==> config.mk <==
export PLATFORM = sky130hd
export DESIGN_NAME = autosym_scan_ctrl
export DESIGN_NICKNAME = d
export VERILOG_FILES = /design/src/rtl/autosym_scan_ctrl.sv
export SDC_FILE = /design/constraint.sdc
export NUM_CORES = 1
export LEC_CHECK = 0
export CAP_MARGIN = 20
export CORE_UTILIZATION = 55
export DETAILED_ROUTE_END_ITERATION = 12
export GPL_ROUTABILITY_DRIVEN = 0
export PLACE_DENSITY = 0.81
export SYNTH_ARGS = -nofsm -noshare
export SYNTH_HDL_FRONTEND = slang
export SYNTH_SLANG_ARGS = --single-unit
export TNS_END_PERCENT = 1
==> constraint.sdc <==
create_clock -name clk -period 3.9 [get_ports clk]
set_input_delay 0.78 -clock clk [delete_from_list [all_inputs] [get_ports clk]]
set_output_delay 0.78 -clock clk [all_outputs]
set_load 0.01 [all_outputs]
==> src/rtl/autosym_scan_ctrl.sv <==
// Sweeps an external single-output function over all 2^N inputs, checking
// f(x) == f(x ^ alpha) for every x and counting the on-set along the way.
module autosym_scan_ctrl #(
    parameter int N      = 10,
    parameter int SETTLE = 1
) (
    input  logic         clk,
    input  logic         rst_n,
    input  logic         start,
    input  logic [N-1:0] alpha,
    input  logic         stop_on_fail,
    output logic [N-1:0] fn_x,
    input  logic         fn_y,
    output logic         busy,
    output logic         done,
    output logic         is_sym,
    output logic [N-1:0] mismatch_x,
    output logic [N:0]   onset_cnt,
    output logic         full_sweep
);

    typedef enum logic [1:0] {
        IDLE,
        PH_A,
        PH_B,
        FIN
    } state_t;

    localparam logic [3:0] SETTLE_LAST = 4'(SETTLE);

    state_t       state;
    logic [N-1:0] x;
    logic [N-1:0] alpha_q;
    logic         sof_q;
    logic [3:0]   settle;
    logic         ya;

    // Each phase holds fn_x for SETTLE+1 cycles; fn_y is sampled on the last edge.
    always_ff @(posedge clk or negedge rst_n) begin
        if (!rst_n) begin
            state      <= IDLE;
            x          <= '0;
            alpha_q    <= '0;
            sof_q      <= 1'b0;
            settle     <= '0;
            ya         <= 1'b0;
            fn_x       <= '0;
            busy       <= 1'b0;
            done       <= 1'b0;
            is_sym     <= 1'b0;
            mismatch_x <= '0;
            onset_cnt  <= '0;
            full_sweep <= 1'b0;
        end else begin
            done <= 1'b0;
            case (state)
                IDLE: begin
                    if (start) begin
                        alpha_q    <= alpha;
                        sof_q      <= stop_on_fail;
                        x          <= '0;
                        settle     <= '0;
                        onset_cnt  <= '0;
                        mismatch_x <= '0;
                        is_sym     <= 1'b1;
                        full_sweep <= 1'b0;
                        busy       <= 1'b1;
                        fn_x       <= '0;
                        state      <= PH_A;
                    end
                end
                PH_A: begin
                    if (settle == SETTLE_LAST) begin
                        settle <= '0;
                        ya     <= fn_y;
                        if (fn_y) begin
                            onset_cnt <= onset_cnt + (N+1)'(1);
                        end
                        fn_x  <= x ^ alpha_q;
                        state <= PH_B;
                    end else begin
                        settle <= settle + 4'd1;
                    end
                end
                PH_B: begin
                    if (settle == SETTLE_LAST) begin
                        settle <= '0;
                        // Only the first mismatch is recorded; is_sym doubles as the "none yet" flag.
                        if ((fn_y != ya) && is_sym) begin
                            mismatch_x <= x;
                            is_sym     <= 1'b0;
                        end
                        if ((fn_y != ya) && is_sym && sof_q) begin
                            busy  <= 1'b0;
                            done  <= 1'b1;
                            fn_x  <= '0;
                            state <= FIN;
                        end else if (&x) begin
                            full_sweep <= 1'b1;
                            busy       <= 1'b0;
                            done       <= 1'b1;
                            fn_x       <= '0;
                            state      <= FIN;
                        end else begin
                            x     <= x + N'(1);
                            fn_x  <= x + N'(1);
                            state <= PH_A;
                        end
                    end else begin
                        settle <= settle + 4'd1;
                    end
                end
                FIN: begin
                    state <= IDLE;
                end
                default: begin
                    state <= IDLE;
                end
            endcase
        end
    end

endmodule

==> impl_metrics.py <==
metrics = {
    "yosys": {
        "synth_simple_gate_area_frac": 0.144,
        "synth_edf_count": 0,
        "synth-warning-count": 0,
        "muxShareOfSynthArea": 0.0710,
        "synthAdderAreaFrac": 0.0293,
        "syn_inst": 334,
        "syn-num-nets": 357,
        "yosysTopAreaCell": "dfrtp_1",
        "syn_area_um2": 3420,
        "yosysTopAreaCellShare": 0.461,
        "avgSynthCellArea_um2": 10.2,
        "synth-seq-area-share": 0.461,
        "synth_xor_area_frac": 0.0384,
        "synth_cell_types": 56,
        "synthTopCellsByArea": "dfrtp_1, mux2_2, nand2_1",
        "synth_top_family_by_area": "compound AO/OA/AOI/OAI gates",
        "ys_seq_elements": 63,
        "synth-main-ff-cell": "dfrtp_1",
        "synthArstFlopShare": 1.00,
        "synth-compound-area-share": 0.214,
    },
    "cts": {
        "post_cts_resized": 0,
        "htreeDepth": 3,
        "clkSlewWorstSetupHoldPaths_ns": 0.07,
        "clock_latency_ns": 0.34,
        "clock-sinks": 63,
        "cts_inserted_buffers": 9,
        "cts_hold_buf": 0,
        "tritoncts": "built",
        "postCtsSetupRepairBufs": 0,
        "cts-root-buf": "clkbuf_8",
        "clk_path_buf_depth": 2,
    },
    "setup_path": {
        "cp.arrival_ns": 3.07,
        "critPathKind": "reg -> reg",
        "cp_slowest_stage_delay_ns": 0.82,
        "crit_path_end_kind": "flip-flop",
        "required_ns": 4.14,
        "path_cells": "inv_1 -> ha_1 -> nand2_1 -> nor4_1 -> a22oi_1 -> o21ai_0",
        "crit_fanout": 19,
        "reg2reg_depth": 6,
        "slowest_stage": "nor4_1",
        "startpoint_type": "flip-flop",
    },
    "routing": {
        "post_drt_wl_per_cell_um": 16.6,
        "vias_per_cell": 6.12,
        "drc_errors": 0,
        "dr.pass1.iters": 5,
        "via_count": 2790,
        "drt_iter0_drc": 327,
        "antenna_left": 0,
        "wl_um": 7550,
    },
    "die": {
        "fp.dieH_um": 80.9,
        "die_area_um2": 6540,
        "core_area_um2": 5960,
        "io_pins": 50,
        "num_rows": 28,
        "die_w_um": 80.9,
        "initial_core_util": 0.574,
    },
    "placement": {
        "dpl.hpwl_um": 5460,
        "post-place-ws_ns": 0.907,
        "io_buffers": 49,
    },
    "final_layout": {
        "register_area_um2": 1580,
        "layout_commonest_cell": "dfrtp_1",
        "nFillCells": 458,
        "area_growth_pct": 19.8,
        "mostFrequentLayoutCells": "dfrtp_1, clkdlybuf4s50_1, nand2_1",
        "diodes": 0,
        "drive_above_1_share": 0.113,
        "multi_input_area_um2": 1700,
        "fin_nets": 399,
    },
    "power": {
        "ir_worst_vdd_mv": 0.329,
        "powerDensity_nw_per_um2": 346,
        "power.static_leakage_uw": 0.00183,
        "total_power_uw": 1420,
    },
    "sta": {
        "hold_violations": 0,
        "setup-tns-final_ns": 0,
        "worst_pin_slew_ns": 0.980,
        "min_period_ns": 2.82,
        "slew_headroom": 0.341,
        "slew_violations": 0,
        "finalCritPeriodShare": 0.723,
        "rsz0062_at_grt": "no",
        "setup_viol": 0,
        "fmax_ghz": 0.354,
        "hold_ws_ns": 0.501,
        "fin_skew_ns": 0.00779,
        "setup_slack_ns": 1.08,
    },
    "grt": {
        "globalRouteOverflowTotal": 0,
        "antenna_found_initial": 0,
        "grt_first_pass_wirelength_um": 12300,
        "grt_max_degree": 40,
        "grt_usage": 0.253,
        "grt_pass1_vias": 2587,
    },
    "run": {
        "cap_viol_max_count": 0,
    },
    "hold_path": {
        "holdPathStages": 1,
        "min_path_type": "reg -> reg",
    },
    "status": {
        "status": "finished, final reports clean",
    },
}
area by class of cell:
cell class              instances  area share
clock inverters                 3     0.00427
inverters                      16      0.0147
flip-flops and latches         63       0.385
well taps                      75      0.0229
repair buffers                 50       0.120
clock buffers                  13      0.0388
multi-input cells             236       0.414
logic make-up (layout without fill, tap and decap cells):
kind of cell    Yosys count  in the layout
compound gates           90             90
xor+xnor                 15             15
fa+ha+maj                 8              8
buf+inv                  35             82
flops                    63             63
mux                      22             22
simple gates            101            101
critical path, delay by kind of cell, from the launching register on:
family	cells	cell delay [ns]
compound gates	2	0.31
simple gates	2	1.15
buf+inv	1	0.13
fa+ha+maj	1	0.71
flops	1	0.42
power by group:
| part | switching, uW | internal, uW |
|---|---|---|
| Combinational | 89.7 | 112 |
| Sequential | 38.8 | 680 |
| Clock | 234 | 263 |
through the flow:
stage                     cell area (um^2)  instances   util
after floorplan                       3420        334      -
after global placement                3920        440  0.658
after detailed placement              3920        440  0.658
after CTS                             4100        456  0.688
after global routing                  4100        456  0.688
final                                 4100        456  0.688
worst paths after layout:
| check | startpoint | end | slack, ns |
|---|---|---|---|
| worst min register to register | mismatch_x[9]$_DFFE_PN0P_ | mismatch_x[9]$_DFFE_PN0P_ | 0.50 |
| worst max-delay path | state[1]$_DFFE_PN0P_ | fn_x[2]$_DFFE_PN0P_ | 1.08 |
| min in group asynchronous | rst_n | mismatch_x[1]$_DFFE_PN0P_ | 0.55 |
| worst max register to register | state[1]$_DFFE_PN0P_ | fn_x[2]$_DFFE_PN0P_ | 1.08 |
| worst min-delay path | mismatch_x[9]$_DFFE_PN0P_ | mismatch_x[9]$_DFFE_PN0P_ | 0.50 |
| max in group asynchronous | rst_n | onset_cnt[9]$_DFFE_PN0P_ | 2.49 |
layer usage:
| layer | wire length (um) | up-vias | GRT usage |
|---|---|---|---|
| met5 | 0 | - | 0 |
| met4 | 125 | 0 | 0.111 |
| met3 | 555 | 24 | 0.0607 |
| met2 | 3420 | 128 | 0.382 |
| met1 | 3450 | 1316 | 0.348 |
| li1 | - | 1322 | - |
synth_stat cells (all sizes together) (3+ instances only):
cell	count
a2111oi	5
a211oi	4
a21o	5
a21oi	14
a22o	12
a31oi	10
a32oi	3
a41o	3
and3	3
buf	9
clkbuf	10
dfrtp	63
ha	8
inv	16
mux2	15
mux2i	7
nand2	31
nand3	15
nand4	5
nor2	20
nor3	5
nor4	5
o211ai	7
o21ai	11
o31ai	3
or3	3
xnor2	9
xor2	6
sequential cells by signal (all words and copies together) (netlist names):
name / cells
onset_cnt: 11
alpha_q: 10
fn_x: 10
mismatch_x: 10
x: 10
settle: 4
state: 2
busy: 1
done: 1
full_sweep: 1
is_sym: 1
sof_q: 1
ya: 1
Power figures use the tool's default switching activity.
